**src/rtl/block_writer.sv**
```systemverilog
// block_writer: turns open/close/word/close-all commands into a space-terminated
// "begin"/"end"/single-character word stream. Optional macro: BLOCK_WRITER_CLOSE_ALL_EN.
module block_writer #(
  parameter int DEPTH_W = 8
) (
  input  logic               clk,
  input  logic               reset,
  input  logic               cmd_valid,
  input  logic [1:0]         cmd_op,
  input  logic [7:0]         cmd_arg,
  output logic               cmd_ready,
  output logic               out_valid,
  output logic [7:0]         out_char,
  input  logic               out_ready,
  output logic [DEPTH_W-1:0] depth,
  output logic               err,
  output logic               balanced
);

  typedef enum logic {
    IDLE,
    EMIT
  } state_t;

  typedef enum logic [1:0] {
    K_BEGIN = 2'b00,
    K_END   = 2'b01,
    K_WORD  = 2'b10,
    K_CLOSE = 2'b11
  } kind_t;

  localparam logic [7:0] SPACE = 8'h20;
  localparam logic [DEPTH_W-1:0] DEPTH_MAX = {DEPTH_W{1'b1}};
  localparam logic [DEPTH_W-1:0] DEPTH_ONE = DEPTH_W'(1);

  state_t             state, state_n;
  kind_t              kind, kind_n;
  logic [2:0]         idx, idx_n;
  logic [7:0]         arg, arg_n;
  logic [7:0]         char_q, char_n;
  logic [DEPTH_W-1:0] depth_q, depth_n;
  logic               err_q, err_n;
  logic               accept;
  logic               fire;
  logic               last_byte;

  function automatic logic [2:0] word_len(input kind_t k);
    case (k)
      K_BEGIN: word_len = 3'd6;
      K_WORD:  word_len = 3'd2;
      default: word_len = 3'd4;
    endcase
  endfunction

  // Byte i of the word being emitted; WORD words take their character from the latched argument.
  function automatic logic [7:0] word_byte(input kind_t k, input logic [2:0] i, input logic [7:0] a);
    word_byte = SPACE;
    case (k)
      K_BEGIN:
        case (i)
          3'd0:    word_byte = 8'h62;
          3'd1:    word_byte = 8'h65;
          3'd2:    word_byte = 8'h67;
          3'd3:    word_byte = 8'h69;
          3'd4:    word_byte = 8'h6E;
          default: word_byte = SPACE;
        endcase
      K_WORD:
        word_byte = (i == 3'd0) ? a : SPACE;
      default:
        case (i)
          3'd0:    word_byte = 8'h65;
          3'd1:    word_byte = 8'h6E;
          3'd2:    word_byte = 8'h64;
          default: word_byte = SPACE;
        endcase
    endcase
  endfunction

  always_ff @(posedge clk or posedge reset) begin
    if (reset) begin
      state   <= IDLE;
      kind    <= K_BEGIN;
      idx     <= 3'd0;
      arg     <= SPACE;
      char_q  <= SPACE;
      depth_q <= '0;
      err_q   <= 1'b0;
    end else begin
      state   <= state_n;
      kind    <= kind_n;
      idx     <= idx_n;
      arg     <= arg_n;
      char_q  <= char_n;
      depth_q <= depth_n;
      err_q   <= err_n;
    end
  end

  assign accept    = cmd_valid && (state == IDLE);
  assign fire      = (state == EMIT) && out_ready;
  assign last_byte = (idx == (word_len(kind) - 3'd1));

  // Legality is decided at acceptance; illegal commands only touch err and leave the FSM idle.
  always_comb begin
    state_n = state;
    kind_n  = kind;
    idx_n   = idx;
    arg_n   = arg;
    char_n  = char_q;
    depth_n = depth_q;
    err_n   = err_q;

    if (accept) begin
      case (cmd_op)
        2'b00: begin
          if (depth_q == DEPTH_MAX) begin
            err_n = 1'b1;
          end else begin
            depth_n = depth_q + DEPTH_ONE;
            kind_n  = K_BEGIN;
            idx_n   = 3'd0;
            char_n  = word_byte(K_BEGIN, 3'd0, arg);
            state_n = EMIT;
          end
        end
        2'b01: begin
          if (depth_q == '0) begin
            err_n = 1'b1;
          end else begin
            depth_n = depth_q - DEPTH_ONE;
            kind_n  = K_END;
            idx_n   = 3'd0;
            char_n  = word_byte(K_END, 3'd0, arg);
            state_n = EMIT;
          end
        end
        2'b10: begin
          if (cmd_arg == SPACE) begin
            err_n = 1'b1;
          end else begin
            arg_n   = cmd_arg;
            kind_n  = K_WORD;
            idx_n   = 3'd0;
            char_n  = cmd_arg;
            state_n = EMIT;
          end
        end
        default: begin
`ifdef BLOCK_WRITER_CLOSE_ALL_EN
          if (depth_q != '0) begin
            kind_n  = K_CLOSE;
            idx_n   = 3'd0;
            char_n  = word_byte(K_CLOSE, 3'd0, arg);
            state_n = EMIT;
          end
`else
          err_n = 1'b1;
`endif
        end
      endcase
    end else if (fire) begin
      if (!last_byte) begin
        idx_n  = idx + 3'd1;
        char_n = word_byte(kind, idx + 3'd1, arg);
      end else begin
        idx_n   = 3'd0;
        char_n  = SPACE;
        state_n = IDLE;
`ifdef BLOCK_WRITER_CLOSE_ALL_EN
        // Close-all closes one level per finished "end " and restarts until depth hits zero.
        if (kind == K_CLOSE) begin
          depth_n = depth_q - DEPTH_ONE;
          if (depth_q != DEPTH_ONE) begin
            char_n  = word_byte(K_CLOSE, 3'd0, arg);
            state_n = EMIT;
          end
        end
`endif
      end
    end
  end

  assign cmd_ready = (state == IDLE);
  assign out_valid = (state == EMIT);
  assign out_char  = char_q;
  assign depth     = depth_q;
  assign err       = err_q;
  assign balanced  = (depth_q == '0) && (state == IDLE);

endmodule

```
**config.mk**
```make
export PLATFORM = sky130hd
export DESIGN_NAME = block_writer
export DESIGN_NICKNAME = d
export VERILOG_FILES = /design/src/rtl/block_writer.sv
export SDC_FILE = /design/constraint.sdc
export NUM_CORES = 1
export LEC_CHECK = 0
export CAP_MARGIN = 20
export CORE_MARGIN = 4
export CORE_UTILIZATION = 46
export CTS_CLUSTER_SIZE = 20
export DETAILED_ROUTE_END_ITERATION = 6
export GPL_TIMING_DRIVEN = 0
export PLACE_DENSITY = 0.67
export SLEW_MARGIN = 20
export SYNTH_ARGS = -nofsm -noshare
export SYNTH_HDL_FRONTEND = slang
export SYNTH_SLANG_ARGS = --single-unit
```
**constraint.sdc**
```tcl
create_clock -name clk -period 2.23 [get_ports clk]
set_input_delay 0.446 -clock clk [delete_from_list [all_inputs] [get_ports clk]]
set_output_delay 0.446 -clock clk [all_outputs]
set_load 0.01 [all_outputs]
```
---- Word-level counts from Yosys, hierarchy flattened ----
Cells that the tools add are included.
storage, ports and cells
  bits of input ports ..................... 14
  output and inout bits ................... 20
  logic and storage cells ................. 87
  bits in registers ....................... 31
operators by class
  bitwise gates (word level) .............. 2
  muxes and demuxes ....................... 37
  $add $sub $neg .......................... 4
  equality and inequality tests ........... 20
  reduce and logical (&&, ||, !) cells .... 17
operator list
  cell                                                                number
  8-bit two-way mux                                                   9
  7-bit one-hot mux with 5 select lines                               1
  8-bit one-hot mux with 2 select lines                               2
  8-bit one-hot mux with 3 select lines                               1
  7-bit one-hot mux with 3 select lines                               1
  3-bit two-way mux                                                   6
  2-bit inequality test, second input constant                        6
  5-bit AND reduction                                                 2
  1-bit two-way mux                                                   9
  3-bit inequality test, second input constant                        3
  3-bit one-hot mux with 3 select lines                               1
  8-bit by 1-bit adder with 8-bit output, second input constant       1
  8-bit by 6-bit == test with 1-bit output, second input constant     1
  8-bit == test, second input constant                                1
  8-bit zero test                                                     1
  4-bit AND reduction                                                 2
  8-bit by 1-bit subtractor with 8-bit output, second input constant  1
  3-bit by 2-bit == test with 1-bit output, second input constant     2
  2-bit two-way mux                                                   3
  1-bit one-hot mux with 3 select lines                               2
  2-bit one-hot mux with 3 select lines                               1
  3-bit one-hot mux with 2 select lines                               1
  6-bit AND reduction                                                 1
  2-bit nonzero test                                                  3
  14 further kinds                                                    19

---- Depth between registers and ports, before layout ----
Gate-level depths: netlist of the first run.
  word-level depth ........................ 7
  mapped depth ............................ 10
  gate-level depth less buffers ........... 9

---- Worst setup path after synthesis of the first run ----
Ideal clock, no wire load.
  kind .................................... in2reg
  from .................................... input port cmd_op[1]
  to ...................................... register depth_q[6] (netlist: depth[6])
  library setup time ...................... 125 ps
  buffers on the path ..................... 1
  arrival time ............................ 2121 ps
  slack ................................... -15 ps
  stages .................................. 10
  path through ............................ inv_1 ha_1 buf_4 inv_1 fa_1 nor2b_1 o21a_1 o21a_1 o211ai_1 mux2_2
on the way
  longest elaborated chain between the ends .. 3
  elaborated cells on any way between the ends .. 7
  classes of those cells .................. 3 x eq/ne; 1 x mux; 3 x reduce/logical
RTL lines
  what                                                                                RTL line  RTL
  start: declaration                                                                  9         input logic [1:0] cmd_op,
  2-bit by 1-bit == test with 1-bit output / 2-bit zero test (equally long branches)  115       case (cmd_op)
  2-bit inequality test (no line) / 2-bit nonzero test (equally long branches)        --
  4-bit AND reduction (no line)                                                       --
  end signal: assignment                                                              95        depth_q <= depth_n;
  end: declaration                                                                    41        logic [DEPTH_W-1:0] depth_q, depth_n;
Several ways; a longest one is shown, not always the timed one.
A chain may end at the register's enable or synchronous reset.

---- Final worst setup path of the first run ----
  from .................................... input port cmd_arg[6]
  to ...................................... register char_q[1] (netlist: out_char[1])
on the way
  longest elaborated chain between the ends .. 3
RTL lines
  what                                      RTL line  RTL
  start: declaration                        10        input logic [7:0] cmd_arg,
  8-bit by 6-bit == test with 1-bit output  139       if (cmd_arg == SPACE) begin
  3-bit inequality test (no line)           --
  5-bit AND reduction (no line)             --
  end signal: assignment                    94        char_q <= char_n;
  end: declaration                          40        logic [7:0] char_q, char_n;
Every way passes these cells.

==> results of run 1 <==
## state kept, by name, indices dropped and copies added (netlist names)
| signal | flops |
|---|---|
| idx | 3 |
| depth | 8 |
| out_valid | 1 |
| arg | 8 |
| kind | 2 |
| err | 1 |
| out_char | 8 |
## cell type report
type	count	area [sq um]
timing repair buffer	39	375
multi-input combinational	177	1310
tap	52	65.1
fill	376	1630
buffer	11	67.6
sequential	31	785
clock inverter	1	5.00
clock buffer	7	76.3
inverter	19	71.3
## power groups by stage
| stage | sequential [W] | clock [W] | combinational (W) |
|---|---|---|---|
| final | 0.00108 | 0.000429 | 0.00198 |
| after global routing | 0.00112 | 0.000470 | 0.00219 |
| after CTS | 0.00107 | 0.000441 | 0.00191 |
| after detailed placement | 0.00105 | 0 | 0.00175 |
| after global placement | 0.00105 | 0 | 0.00173 |
| after floorplan | 0.00106 | 0 | 0.00115 |
## how the worst min path moves through the flow
stage / from / endpoint / cells past startpoint
final: arg[7] / arg[7] / 1
after global routing: arg[4] / arg[4] / 1
after CTS: arg[7] / arg[7] / 1
after detailed placement: arg[7] / arg[7] / 1
after global placement: arg[2] / arg[2] / 2
after floorplan: arg[6] / arg[6] / 2
## placed cells by master (no fill, tap or decap), types with 3 or more instances in the layout
| cell | n |
|---|---|
| dlygate4sd2_1 | 3 |
| o31ai_1 | 3 |
| inv_2 | 3 |
| mux2_2 | 3 |
| nand4_1 | 3 |
| ha_1 | 8 |
| xor2_1 | 3 |
| inv_1 | 16 |
| o21ai_0 | 14 |
| nor2_1 | 10 |
| and3_1 | 5 |
| o21ai_1 | 4 |
| a21o_1 | 4 |
| dfrtp_1 | 24 |
| a31oi_1 | 8 |
| a41oi_1 | 3 |
| ha_4 | 6 |
| dfrtp_2 | 5 |
| o21a_1 | 3 |
| a21oi_1 | 9 |
| clkbuf_8 | 5 |
| buf_2 | 3 |
| buf_4 | 5 |
| nand2_1 | 35 |
| buf_6 | 3 |
| nand3_1 | 9 |
| clkbuf_1 | 6 |
| clkdlybuf4s50_1 | 30 |
| mux2i_1 | 4 |
## logic make-up (layout without fill, tap and decap cells)
logic type      Yosys count  in the layout  synth area share
simple gates             82             82             0.186
compound gates           65             65             0.212
flops                    31             31             0.371
buf+inv                  31             77            0.0638
fa+ha+maj                15             15            0.0930
mux                       9              9            0.0495
xor+xnor                  6              6            0.0250
## worst register-to-register path, cell delays in order, from the launching register on
cell      delay, ps
dfrtp_2         490
ha_1            290
xnor2_2         220
clkbuf_4        250
nand3_1          90
nor2_1          240
a31oi_1         120
mux2_4          300
## per-stage QoR
stage / power [W] / setup TNS, ps / hold slack [ps] / cells / setup WS [ps]
6_report: 0.00349 / 0 / 479 / 337 / 47.0
5_1_grt: 0.00378 / 0 / 511 / 337 / 11.7
4_1_cts: 0.00342 / 0 / 483 / 338 / 48.5
3_5_place_dp: 0.00280 / -7040 / 468 / 324 / -666
3_3_place_gp: 0.00278 / -6770 / 459 / 324 / -637
2_1_floorplan: 0.00221 / 0 / 445 / 239 / 29.6
## per-layer routing
layer / share of wire / track usage / vias to the layer above
met5: 0 / 0 / -
met4: 0.015 / 0.0621 / 0
met3: 0.031 / 0.0369 / 10
met2: 0.48 / 0.335 / 46
met1: 0.47 / 0.289 / 944
li1: - / - / 953
## what timing repair did
item,in CTS,in global routing
gates resized for setup,23,6
hold buffers,0,0
pin swaps,6,2
setup buffers,6,0
cloned,0,0
endpoints found under the setup margin,15,4
==> flow_summary.yaml, run 1 <==
synthesis:
  synth_edf_count: 0
  netlist_area_sq_um: 2100
  synthTopCellsByArea: "dfrtp_1, ha_1, nand2_1, inv_1, o21ai_0"
  syn_nets: 268
  post_synth.cell_area_avg_sq_um: 8.78
  synth-seq-cells: 31
  syn_inst: 239
  synth.distinct_cells: 50
  ys_warn_count: 0
  synth_ff_type: "dfrtp_1"
  ys_async_sr_fraction: 1.00
  synth_top_area_frac: 0.346
  synth_most_common_cell: "nand2_1"
  synth-seq-area-share: 0.371
  synth_commonest_cells: "nand2_1, dfrtp_1, inv_1"
  yosysTopAreaCell: "dfrtp_1"
worst_setup_path:
  crit_fanout: 9
  cp_slowest_cell: "clkdlybuf4s50_1"
  slowest_delay_ps: 450
  critPathKind: "input pin to register"
  rr_worst_depth: 7
  crit_required_ps: 2400
  r2r-end: "out_char[5]"
  r2r_start: "idx[0]"
  setup.worst_path.start: "cmd_arg[6]"
  crit_path_end: "out_char[1]"
  regToRegSetupSlack_ps: 170
  crit_buf_inv: 2
  cp_data_arrival_time_ps: 2350
  crit_path_start_kind: "input pin"
  crit_chain: "clkdlybuf4s50_1 > nor4b_1 > a21bo_2 > a221o_1 > and2_1 > buf_6 > mux2_4"
  cp_top_family: "buffers and inverters"
  cp-end-kind: "register"
  path_depth: 7
worst_hold_path:
  hold_class: "register to register"
timing:
  max_freq_mhz: 458
  rsz0062_at_grt: "false"
  worst_pin_slew_ps: 674
  fin_crit_sh: 0.979
  fin_skew_ps: 4.74
  period_minus_slack_ps: 2180
  finalHoldViolations: 0
  slew_violations: 0
  relSlewSlack: 0.550
  setup_violations: 0
detailed_routing:
  drt_pre_antenna_iters: 4
  avgViaCountPerCell: 5.80
  drtAntennaViolNets: 0
  drtIter0Drc: 137
  wl_per_cell_um: 16.4
  drcViolationCount: 0
  wl_um: 5510
  vias: 1953
flow_run:
  drv_cap: 0
clock_tree:
  cts-buffers-inserted: 5
  clk_pin_slew_worst_paths_ps: 70
  clock-sinks: 31
  cts_tree: "built"
  cts-root-buf: "clkbuf_8"
  htreeDepth: 2
  cts_buffer_depth: 2
  clkLatencyLatePin_ps: 280
placed_design:
  placed_area_sq_um: 2500
  gp_congestion: 0.896
  io_buffer_count: 33
  post-dp-hpwl_um: 3760
finish:
  postLayoutCellArea_sq_um: 2760
  synthToLayoutAreaGrowth_pct: 31.5
  layout.nets: 313
  antenna_cells: 0
  drive_gt1_frac: 0.175
  fin_util: 0.629
global_route:
  grt_pass1_wl_um: 9140
  grt_pass1_vias: 1909
  grt_use_total: 0.209
  grt_max_degree: 32
  grt-ovfl-total: 0
  antenna_found_initial: 0
power:
  seq_power_share: 0.309
  ir_drop_mv: 0.622
  pwr_density_cell_nw_per_um2: 1270
  p_sw_frac: 0.422
  p_int_w: 0.00202
  p_leak_nw: 1.19
  power_frac_clock: 0.123
  power_switching_w: 0.00148
  power_frac_comb: 0.568
die:
  die_w_um: 75.5
  start_util: 0.479
  io_pins: 34
  num_rows: 24
  core_area_sq_um: 4380
  die_area_sq_um: 5710
  dieHeight_um: 75.5
outcome:
  status: "complete, no violations"
Note: power is estimated with default switching activity, not from simulation.
==> run 2, diff against run 1 <==
--- a/config.mk
+++ b/config.mk
@@ -12,7 +12,7 @@
 export DETAILED_ROUTE_END_ITERATION = 6
 export GPL_TIMING_DRIVEN = 0
 export PLACE_DENSITY = 0.67
-export SLEW_MARGIN = 20
+export SLEW_MARGIN = 30
 export SYNTH_ARGS = -nofsm -noshare
 export SYNTH_HDL_FRONTEND = slang
 export SYNTH_SLANG_ARGS = --single-unit
==> results of run 2 <==
No change in the layout: final DEF, timing and power equal those of run 1.
==> run 3, diff against run 2 <==
--- a/config.mk
+++ b/config.mk
@@ -8,9 +8,9 @@
 export CAP_MARGIN = 20
 export CORE_MARGIN = 4
 export CORE_UTILIZATION = 46
+export CTS_BUF_LIST = sky130_fd_sc_hd__clkbuf_4 sky130_fd_sc_hd__clkbuf_8 sky130_fd_sc_hd__clkbuf_16
 export CTS_CLUSTER_SIZE = 20
 export DETAILED_ROUTE_END_ITERATION = 6
-export GPL_TIMING_DRIVEN = 0
 export PLACE_DENSITY = 0.67
 export SLEW_MARGIN = 30
 export SYNTH_ARGS = -nofsm -noshare
==> flow_summary.yaml, run 3 (synthesized netlist as in run 1, its figures left out) <==
die:
  core_area_sq_um: 4380
  io_pins: 34
  die_area_sq_um: 5710
  die_w_um: 75.5
  num_rows: 24
  start_util: 0.479
  dieHeight_um: 75.5
placed_design:
  post-dp-hpwl_um: 4170
  placed_area_sq_um: 2790
  dp_cells: 359
  io_buffer_count: 33
  gp_congestion: 0.899
timing:
  setup_violations: 0
  finalSetupTns_ps: 0
  worst_pin_slew_ps: 411
  max_freq_mhz: 491
  finalHoldViolations: 0
  rsz0062_at_grt: "false"
  relSlewSlack: 0.725
  period_minus_slack_ps: 2040
  holdWs_ps: 478
  fin_skew_ps: 3.39
  fin_crit_sh: 0.913
  slew_violations: 0
worst_hold_path:
  min_from: "arg[7]"
  hold_end: "arg[7]"
  hold_class: "register to register"
  hold_path_depth: 1
global_route:
  grt-ovfl-total: 0
  antenna_found_initial: 0
  grt_pass1_vias: 1971
  grt_pass1_wl_um: 9230
  grt_use_total: 0.214
  grt_max_degree: 32
worst_setup_path:
  slowest_delay_ps: 490
  cp_slowest_cell: "clkdlybuf4s50_1"
  regToRegSetupSlack_ps: 290
  crit_buf_inv: 3
  crit_chain: "clkdlybuf4s50_1 > nor4_1 > buf_4 > a21bo_2 > a221o_1 > buf_4 > a2111oi_2 > a31oi_1"
  r2r_start: "idx[0]"
  worst_path_most_repeated_cell: "buf_4"
  cp_data_arrival_time_ps: 2200
  cp-end-kind: "register"
  r2r-end: "out_char[1]"
  crit_path_start_kind: "input pin"
  crit_fanout: 11
  critPathKind: "input pin to register"
  cp_top_family: "compound AO/OA/AOI/OAI gates"
  crit_required_ps: 2390
  rr_worst_depth: 7
  path_depth: 8
detailed_routing:
  wl_um: 5910
  vias: 2079
  dr_wl_met3_um: 298
  dr_wl_met2_um: 2830
  avgViaCountPerCell: 5.60
  drtAntennaViolNets: 0
  drcViolationCount: 0
  top_layer: "met4"
  wl_per_cell_um: 15.9
  wl_met1_um: 2730
  drt_pre_antenna_iters: 4
  drtIter0Drc: 169
clock_tree:
  htreeDepth: 2
  hold_buffers: 0
  clkLatencyLatePin_ps: 280
  cts-buffers-inserted: 5
  clock-sinks: 31
  cts-root-buf: "clkbuf_8"
  cts_buffer_depth: 2
  cts_tree: "built"
  clk_pin_slew_worst_paths_ps: 60
power:
  ir_drop_mv: 0.666
  p_int_w: 0.00219
  power_switching_w: 0.00151
  p_sw_frac: 0.408
  p_leak_nw: 1.40
  power_frac_comb: 0.597
  pwr_density_cell_nw_per_um2: 1220
  power_frac_clock: 0.121
  seq_power_share: 0.281
finish:
  synthToLayoutAreaGrowth_pct: 44.5
  final_cell_mix: "buf_4, nand2_1, clkdlybuf4s50_1"
  layout.nets: 347
  final_cells: 371
  layout_commonest_cell: "buf_4"
  fin_util: 0.691
  antenna_cells: 0
  drive_gt1_frac: 0.288
  postLayoutCellArea_sq_um: 3030
flow_run:
  drv_cap: 0
outcome:
  status: "complete, no violations"
[run 3: what timing repair did]
action / CTS / global route
gates cloned: 0 / 0
pin swaps: 1 / 5
setup endpoints to repair: 11 / 12
buffers inserted: 0 / 4
gates resized for setup: 10 / 22
[run 3: metal layers]
layer | track usage | vias up
met4 | 0.0544 | 0
met5 | 0 | -
met2 | 0.340 | 48
met3 | 0.0435 | 7
li1 | - | 1014
met1 | 0.299 | 1010
[run 3: through the flow]
step	setup WS, ps	power, W
after floorplan	29.6	0.00221
after global placement	-376	0.00306
after detailed placement	-431	0.00309
after CTS	-40.9	0.00359
after global routing	92.1	0.00398
final	194	0.00371
[run 3: area by class of cell]
class                   instances  area, sq um
inverters                      19         71.3
clock buffers                   7         83.8
clock inverters                 1         5.00
fillers                       351         1350
well taps                      52         65.1
repair buffers                 84          721
multi-input cells             177         1310
flip-flops and latches         31          779
[run 3: worst max path at each step]
stage / slack, ps / to / start
5_1_grt: 90 / out_char[1] / idx[0]
4_1_cts: -40 / depth[6] / cmd_op[0]
6_report: 190 / out_char[6] / cmd_arg[7]
2_1_floorplan: 30 / depth[6] / cmd_op[1]
3_5_place_dp: -430 / depth[6] / cmd_op[1]
3_3_place_gp: -380 / depth[6] / cmd_op[1]
[run 3: power groups by stage]
stage / combinational (W) / clock (W) / sequential (W)
6_report: 0.00221 / 0.000450 / 0.00104
5_1_grt: 0.00242 / 0.000487 / 0.00108
4_1_cts: 0.00210 / 0.000460 / 0.00103
3_5_place_dp: 0.00207 / 0 / 0.00102
3_3_place_gp: 0.00204 / 0 / 0.00102
2_1_floorplan: 0.00115 / 0 / 0.00106
[run 3: worst register-to-register path: cells and delay by family, from the launching register on]
| family | cells | cell delay (ps) |
|---|---|---|
| and+or+nand+nor | 1 | 300 |
| AOI/OAI and AO/OA | 2 | 390 |
| DFF | 1 | 350 |
| adders and majority gates | 1 | 270 |
| muxes | 1 | 260 |
| buffers and inverters | 2 | 260 |
